$ cat src/rtl/cpu_trace_buffer.sv
// rtl/cpu_trace_buffer.sv - execution tracer: stage-tagged capture into a ring buffer with trigger/freeze
module cpu_trace_buffer #(
    parameter int DATA_W    = 32,
    parameter int STAGE_W   = 3,
    parameter int DEPTH     = 16,
    parameter int FETCH_STG = 1,
    parameter int WB_STG    = 4,
    parameter int POST_TRIG = 4
) (
    input  logic                     clk,
    input  logic                     rst,
    input  logic [STAGE_W-1:0]       i_stage,
    input  logic [DATA_W-1:0]        i_instr,
    input  logic [DATA_W-1:0]        i_wb_data,
    input  logic                     i_enable,
    input  logic                     i_clear,
    input  logic                     i_trig_en,
    input  logic [DATA_W-1:0]        i_trig_instr,
    output logic                     o_rd_valid,
    input  logic                     i_rd_ready,
    output logic [DATA_W-1:0]        o_rd_data,
    output logic [STAGE_W-1:0]       o_rd_tag,
    output logic [$clog2(DEPTH):0]   o_count,
    output logic                     o_overflow,
    output logic                     o_triggered,
    output logic                     o_frozen
);
    localparam int AW = $clog2(DEPTH);
    localparam int CW = AW + 1;
    localparam int PW = $clog2(POST_TRIG + 2);
    localparam bit ZERO_POST = (POST_TRIG == 0);

    typedef enum logic [1:0] {IDLE, RUN, FROZEN} state_t;

    state_t              state, state_nxt;
    logic [DATA_W-1:0]   mem_data [DEPTH];
    logic [STAGE_W-1:0]  mem_tag  [DEPTH];
    logic [AW-1:0]       wr_ptr, rd_ptr;
    logic [CW-1:0]       count;
    logic [PW-1:0]       post;
    logic                overflow, triggered;

    logic                is_fetch, is_wb, post_done, capture, trig_hit, pop, full;
    logic [DATA_W-1:0]   cap_data;

    assign is_fetch  = (i_stage == STAGE_W'(FETCH_STG));
    assign is_wb     = (i_stage == STAGE_W'(WB_STG));
    // Once the post-trigger budget is spent, nothing more is stored while waiting to freeze.
    assign post_done = triggered && (post == '0);
    assign capture   = (state == RUN) && (is_fetch || is_wb) && !post_done;
    assign trig_hit  = capture && is_fetch && i_trig_en && !triggered && (i_instr == i_trig_instr);
    assign pop       = (count != '0) && i_rd_ready;
    assign full      = (count == CW'(DEPTH));
    assign cap_data  = is_fetch ? i_instr : i_wb_data;

    always_comb begin
        state_nxt = state;
        case (state)
            IDLE:    if (i_enable) state_nxt = RUN;
            RUN: begin
                if (!i_enable)
                    state_nxt = IDLE;
                else if ((trig_hit && ZERO_POST) || post_done)
                    state_nxt = FROZEN;
            end
            FROZEN:  if (!i_enable) state_nxt = IDLE;
            default: state_nxt = IDLE;
        endcase
        if (i_clear)
            state_nxt = IDLE;
    end

    always_ff @(posedge clk or negedge rst) begin
        if (!rst)
            state <= IDLE;
        else
            state <= state_nxt;
    end

    always_ff @(posedge clk or negedge rst) begin
        if (!rst) begin
            wr_ptr    <= '0;
            rd_ptr    <= '0;
            count     <= '0;
            post      <= '0;
            overflow  <= 1'b0;
            triggered <= 1'b0;
        end else if (i_clear) begin
            wr_ptr    <= '0;
            rd_ptr    <= '0;
            count     <= '0;
            post      <= '0;
            overflow  <= 1'b0;
            triggered <= 1'b0;
        end else begin
            if (capture)
                wr_ptr <= wr_ptr + AW'(1);
            // A full-buffer capture without a pop drops the oldest entry.
            if (pop || (capture && full))
                rd_ptr <= rd_ptr + AW'(1);
            if (capture && !pop && !full)
                count <= count + CW'(1);
            else if (!capture && pop)
                count <= count - CW'(1);
            if (capture && !pop && full)
                overflow <= 1'b1;
            if (trig_hit) begin
                triggered <= 1'b1;
                post      <= PW'(POST_TRIG);
            end else if (capture && triggered && (post != '0)) begin
                post <= post - PW'(1);
            end
        end
    end

    always_ff @(posedge clk) begin
        if (capture && !i_clear) begin
            mem_data[wr_ptr] <= cap_data;
            mem_tag[wr_ptr]  <= i_stage;
        end
    end

    assign o_rd_valid  = (count != '0);
    assign o_rd_data   = o_rd_valid ? mem_data[rd_ptr] : '0;
    assign o_rd_tag    = o_rd_valid ? mem_tag[rd_ptr]  : '0;
    assign o_count     = count;
    assign o_overflow  = overflow;
    assign o_triggered = triggered;
    assign o_frozen    = (state == FROZEN);
endmodule
$ cat config.mk
export PLATFORM = sky130hd
export DESIGN_NAME = cpu_trace_buffer
export DESIGN_NICKNAME = d
export VERILOG_FILES = /design/src/rtl/cpu_trace_buffer.sv
export SDC_FILE = /design/constraint.sdc
export NUM_CORES = 1
export LEC_CHECK = 0
export ABC_AREA = 0
export BUFFER_PORTS_ARGS = -buffer_cell sky130_fd_sc_hd__buf_2
export CORE_ASPECT_RATIO = 0.75
export CORE_MARGIN = 8
export CORE_UTILIZATION = 55
export DETAILED_ROUTE_END_ITERATION = 6
export GPL_ROUTABILITY_DRIVEN = 0
export PLACE_DENSITY = 0.71
export SYNTH_ARGS = -nofsm -noshare
export SYNTH_HDL_FRONTEND = slang
export SYNTH_SLANG_ARGS = --single-unit
$ cat constraint.sdc
create_clock -name clk -period 10.55 [get_ports clk]
set_clock_uncertainty 0.2 [all_clocks]
set_input_delay 1.5825 -clock clk [delete_from_list [all_inputs] [get_ports clk]]
set_output_delay 1.5825 -clock clk [all_outputs]
set_load 0.02 [all_outputs]
# --- Yosys cells after proc, flatten, opt, wreduce, memory -nomap -nowiden ---
# Memories as Yosys holds them, arrays and structs flattened.
# Index checks and enable logic that the tools add are counted.
word_totals:
  ff_bits: 20
  mem_bits_rw: 560
  input_bits: 105
  output_inout_bits: 44
  n_memories: 2
classes:
  add_sub_neg: 5
  eq_ne: 9
  n_mux: 25
  reduce_logical: 35
mem_list:
  columns: ["memory", "depth", "width", "read_ports", "rd_clocked_by_memory_dff", "wr", "line", "source"]
  rows:
  - ["mem_data", 16, 32, 1, 0, 1, "36", "logic [DATA_W-1:0] mem_data [DEPTH];"]
  - ["mem_tag", 16, 3, 1, 0, 1, "37", "logic [STAGE_W-1:0] mem_tag [DEPTH];"]
op_table:
  columns: ["operator", "count"]
  rows:
  - ["32-bit 2-to-1 mux", 2]
  - ["32-bit equality test", 1]
  - ["1-bit logical AND", 16]
  - ["4-bit 2-to-1 mux", 4]
  - ["5-bit 2-to-1 mux", 3]
  - ["3-bit 2-to-1 mux", 4]
  - ["2-bit 2-to-1 mux", 5]
  - ["3-bit nonzero test", 3]
  - ["4-bit by 1-bit adder with 4-bit output, second input constant", 2]
  - ["2-bit nonzero test", 4]
  - ["1-bit zero test", 6]
  - ["1-bit 2-to-1 mux", 6]
  - ["3-bit inequality test, second input constant", 2]
  - ["2-bit one-hot mux with 3 select lines", 1]
  - ["5-bit by 1-bit adder with 5-bit output, second input constant", 1]
  - ["5-bit equality test, second input constant", 1]
  - ["5-bit nonzero test", 1]
  - ["5-bit by 1-bit subtractor with 5-bit output, second input constant", 1]
  - ["4-bit inequality test, second input constant", 1]
  - ["3-bit by 1-bit equality test with 1-bit output, second input constant", 1]
  - ["3-bit equality test, second input constant", 1]
  - ["3-bit zero test", 1]
  - ["3-bit AND reduction", 1]
  - ["3-bit by 1-bit subtractor with 3-bit output, second input constant", 1]
  - ["other kinds (4)", 5]

# --- Longest topological paths before layout ---
logic_depth:
  depth_word: 10
  mapped_depth: 11
  ltp_nobuf: 11

# --- Worst setup path after synthesis ---
# No wires, ideal clock.
synth_path:
  path_type: "input-to-reg"
  from: "in i_stage[0]"
  to: "mem mem_data[8][0] (enable)"
  arrival_time_ns: 4.852
  t_required_ns: 9.879
  path_slack_ns: 5.028
  path_stages: 5
  path_buffers: 1
  path_cell_list: "xor2_1 o2111a_1 buf_2 nand2_1 nor3_1"
synth_between:
  elab_chain_cells: 7
  elab_cells_between_ends: 8
synth_lines:
  columns: ["element", "line", "source"]
  rows:
  - ["start: declaration", "12", "input logic [STAGE_W-1:0] i_stage,"]
  - ["3-bit by 1-bit equality test with 1-bit output or 3-bit equality test (tied branches)", "46, 47", null]
  - ["1-bit logical OR *", "50", "assign capture = (state == RUN) && (is_fetch || is_wb) && !post_done;"]
  - ["1-bit logical AND * (2 in a row)", "50", null]
  - ["1-bit logical AND *", "117", "if (capture && !i_clear) begin"]
  - ["1-bit 2-to-1 mux *", "117", null]
  - ["1-bit 2-to-1 mux (not written as such) *", "118", "mem_data[wr_ptr] <= cap_data;"]
  - ["end: declaration", "36", null]
# Mark *: on every way between the ends. The rest lies on a longest branch, timed or not.

# --- Worst setup path in the final report ---
layout_path:
  from: "reg rd_ptr[1]"
  to: "out o_rd_data[1]"
layout_between:
  elab_chain_cells: 2
layout_lines:
  columns: ["element", "line", "source"]
  rows:
  - ["start: declaration", "38", "logic [AW-1:0] wr_ptr, rd_ptr;"]
  - ["start signal: assignment", "100", "rd_ptr <= rd_ptr + AW'(1);"]
  - ["memory read 16 x 32 bit", null, null]
  - ["32-bit 2-to-1 mux", "124", "assign o_rd_data = o_rd_valid ? mem_data[rd_ptr] : '0;"]
  - ["end: declaration", "21", "output logic [DATA_W-1:0] o_rd_data,"]
# Every way passes these cells.

==> flow_summary.ini <==
[detailed_routing]
routed.top_layer = met5
dr_wl_met2_mm = 25.0
ant_nets = 0
post-route-drc-count = 0
drt-wirelength-per-cell_um = 29.1
viasPerCell = 6.14
wl_mm = 53.3
dr.pass1.iters = 5
num_vias = 11300
drt-met1-wl_mm = 21.9
drt-initial-drc-count = 1367
route.met3.wl_mm = 4.86

[place]
place_ws_ns = 5.29
dp_hpwl_mm = 28.7
portBuffers = 148

[layout]
drive_gt1_frac = 0.379
fin_nets = 1335
final_common_cell = edfxtp_1
syn2layout_area_growth_pct = 14.0
layout_common_cells = 560 x edfxtp_1, 175 x mux4_2, 148 x buf_2, 55 x clkbuf_16, 39 x nor2b_1

[clock_network]
cts_hold_buf = 0
clkSinkCount = 580
clk_pin_slew_worst_paths_ns = 0.07
numCtsBuffers = 53
clk-insertion-delay-late_ns = 0.58
clk_path_buf_depth = 3
cts_tree = yes
cts_resized = 0
cts_root_buf = clkbuf_16
cts_setup_buffers = 0
htree_levels = 2

[critical_path]
crit_fanout = 76
cpMaxStageDelayCell = dfrtp_4
critPathRequiredTime_ns = 8.77
critPathMostFrequentCell = mux4_2
end_kind = output port
startpoint_type = flip-flop
path_delay_family = buffers and inverters
worstPathArrival_ns = 4.07
cp_num_buf_inv = 2
max_stage_delay_ns = 1.10
path_cells = buf_4 > mux4_2 > mux4_2 > nor2b_1 > buf_2
worst-setup-path-type = reg -> out

[power_and_ir_drop]
worst_ir_drop_vdd_v = 0.000144
p_per_area_mw_per_mm2 = 204
leakage_nw = 8.41

[run]
max-cap-violations = 0

[synth]
synth_top_cell_area_share = 0.723
ys_ff_latch = 580
syn-instance-count = 1043
ys_seq_area_frac = 0.744
ys.flop_type = edfxtp_1
synth_edf_count = 560
syn_area_mm2 = 0.0233
postSynthAreaPerCell_um2 = 22.3
synth.net_count = 1160
ys_warn_count = 0
synth-async-reset-ratio = 0.0345
synth_top_area_cell = edfxtp_1
synth_cell_types = 44
synth_area_leaders = edfxtp_1 72%, mux4_2 17%, dfrtp_1 2.2%, mux2_2 1.5%, nor2b_1 1.1%

[global_routing]
grt_pass1_vias = 11800
antenna_found_initial = 5
grt_usage = 0.218
overflow = 0
grt_pass1_wl_mm = 78.5
grt_max_degree = 96

[timing]
drv_slew = 0
max_freq_mhz = 171
setup_violations = 0
rsz0062_at_grt = false
period_minus_slack_ns = 5.85
setup_slack_ns = 4.70
relSlewSlack = 0.237
tightest_slew_ns = 1.14
tns_ns = 0
period_share = 0.554
hold_viol = 0

[die]
coreArea_mm2 = 0.0419
die-area_mm2 = 0.0492
start_util = 0.555
die_width_um = 253
io-pin-count = 149
num_rows = 65
die_h_um = 194

[run_status]
status = completed

[min_path]
hp-class = reg -> reg
==> registers in the layout, summed over array words and instances (netlist names) <==
signal	count
o_triggered	1
o_overflow	1
rd_ptr	4
wr_ptr	4
o_count	5
post	3
state	2
mem_tag	48
mem_data	512
==> layer usage <==
layer	track usage	vias up
met1	0.314	5901
met4	0.0653	2
met3	0.0501	84
met2	0.333	553
li1	-	4719
met5	0	-
==> area by class of cell <==
| cell class | count | area [um2] |
|---|---|---|
| Antenna cell | 2 | 5.00 |
| Clock inverter | 33 | 309 |
| Clock buffer | 66 | 1420 |
| Inverter | 11 | 41.3 |
| Multi-Input combinational cell | 400 | 5770 |
| Tap cell | 569 | 712 |
| Sequential cell | 580 | 17300 |
| Fill cell | 2783 | 15400 |
| Timing Repair Buffer | 172 | 933 |
==> cells by family after synthesis <==
family | count (synthesis) | share of synthesized area
adder cells (fa/ha/maj) | 12 | 0.00678
multiplexers | 212 | 0.187
XOR/XNOR | 40 | 0.0151
AND/OR/NAND/NOR | 112 | 0.0266
AO/OA/AOI/OAI | 24 | 0.00678
flip-flops | 580 | 0.744
buffers and inverters | 63 | 0.0131
==> per-stage QoR <==
step	total power, W	hold slack (ns)	instance area [um2]	utilization	cells
3_3_place_gp	0.00355	0.230	24800	0.592	1732
4_1_cts	0.00545	0.258	26500	0.633	1831
6_report	0.00541	0.253	26500	0.633	1833
5_1_grt	0.00560	0.278	26500	0.633	1831
3_5_place_dp	0.00356	0.257	24800	0.592	1732
2_1_floorplan	0.00330	0.217	23300	-	1043
==> worst register-to-register path, cell delays in order (launching register included) <==
cell,delay (ns)
dfrtp_1,0.37
inv_1,0.07
ha_1,0.21
nand2b_1,0.12
o2111a_1,0.56
nand2b_1,0.57
nor2_4,0.74
buf_4,0.58
==> power breakdown <==
group / leakage, nW / internal [W] / switching, W
registers: 5.30 / 0.00255 / 0.0000697
clock network: 0.846 / 0.00110 / 0.000819
logic: 2.27 / 0.000423 / 0.000458
==> synthesized netlist by cell type, drive strengths merged, types with 11 or more instances <==
cell type / n
inv: 11
mux4: 175
ha: 11
xor2: 19
buf: 21
xnor2: 21
clkbuf: 31
nor2b: 40
dfrtp: 20
edfxtp: 560
nor2: 27
mux2: 36
==> worst paths after layout <==
check | from | cells after the start | endpoint | slack [ns]
min in group asynchronous | rst | 1 | o_count[0]$_DFFE_PN0P_ | 0.76
worst max-delay path | rd_ptr[1]$_DFFE_PN0P_ | 5 | o_rd_data[1] | 4.70
worst min register to register | state[1]$_DFFE_PN0P_ | 1 | state[0]$_DFFE_PN0P_ | 0.25
worst min-delay path | state[1]$_DFFE_PN0P_ | 1 | state[0]$_DFFE_PN0P_ | 0.25
worst max register to register | post[0]$_DFFE_PN0P_ | 7 | mem_data[3][18]$_DFFE_PP_ | 6.76
max in group asynchronous | rst | 1 | rd_ptr[1]$_DFFE_PN0P_ | 9.00
Note: power is estimated with default switching activity, not from simulation.
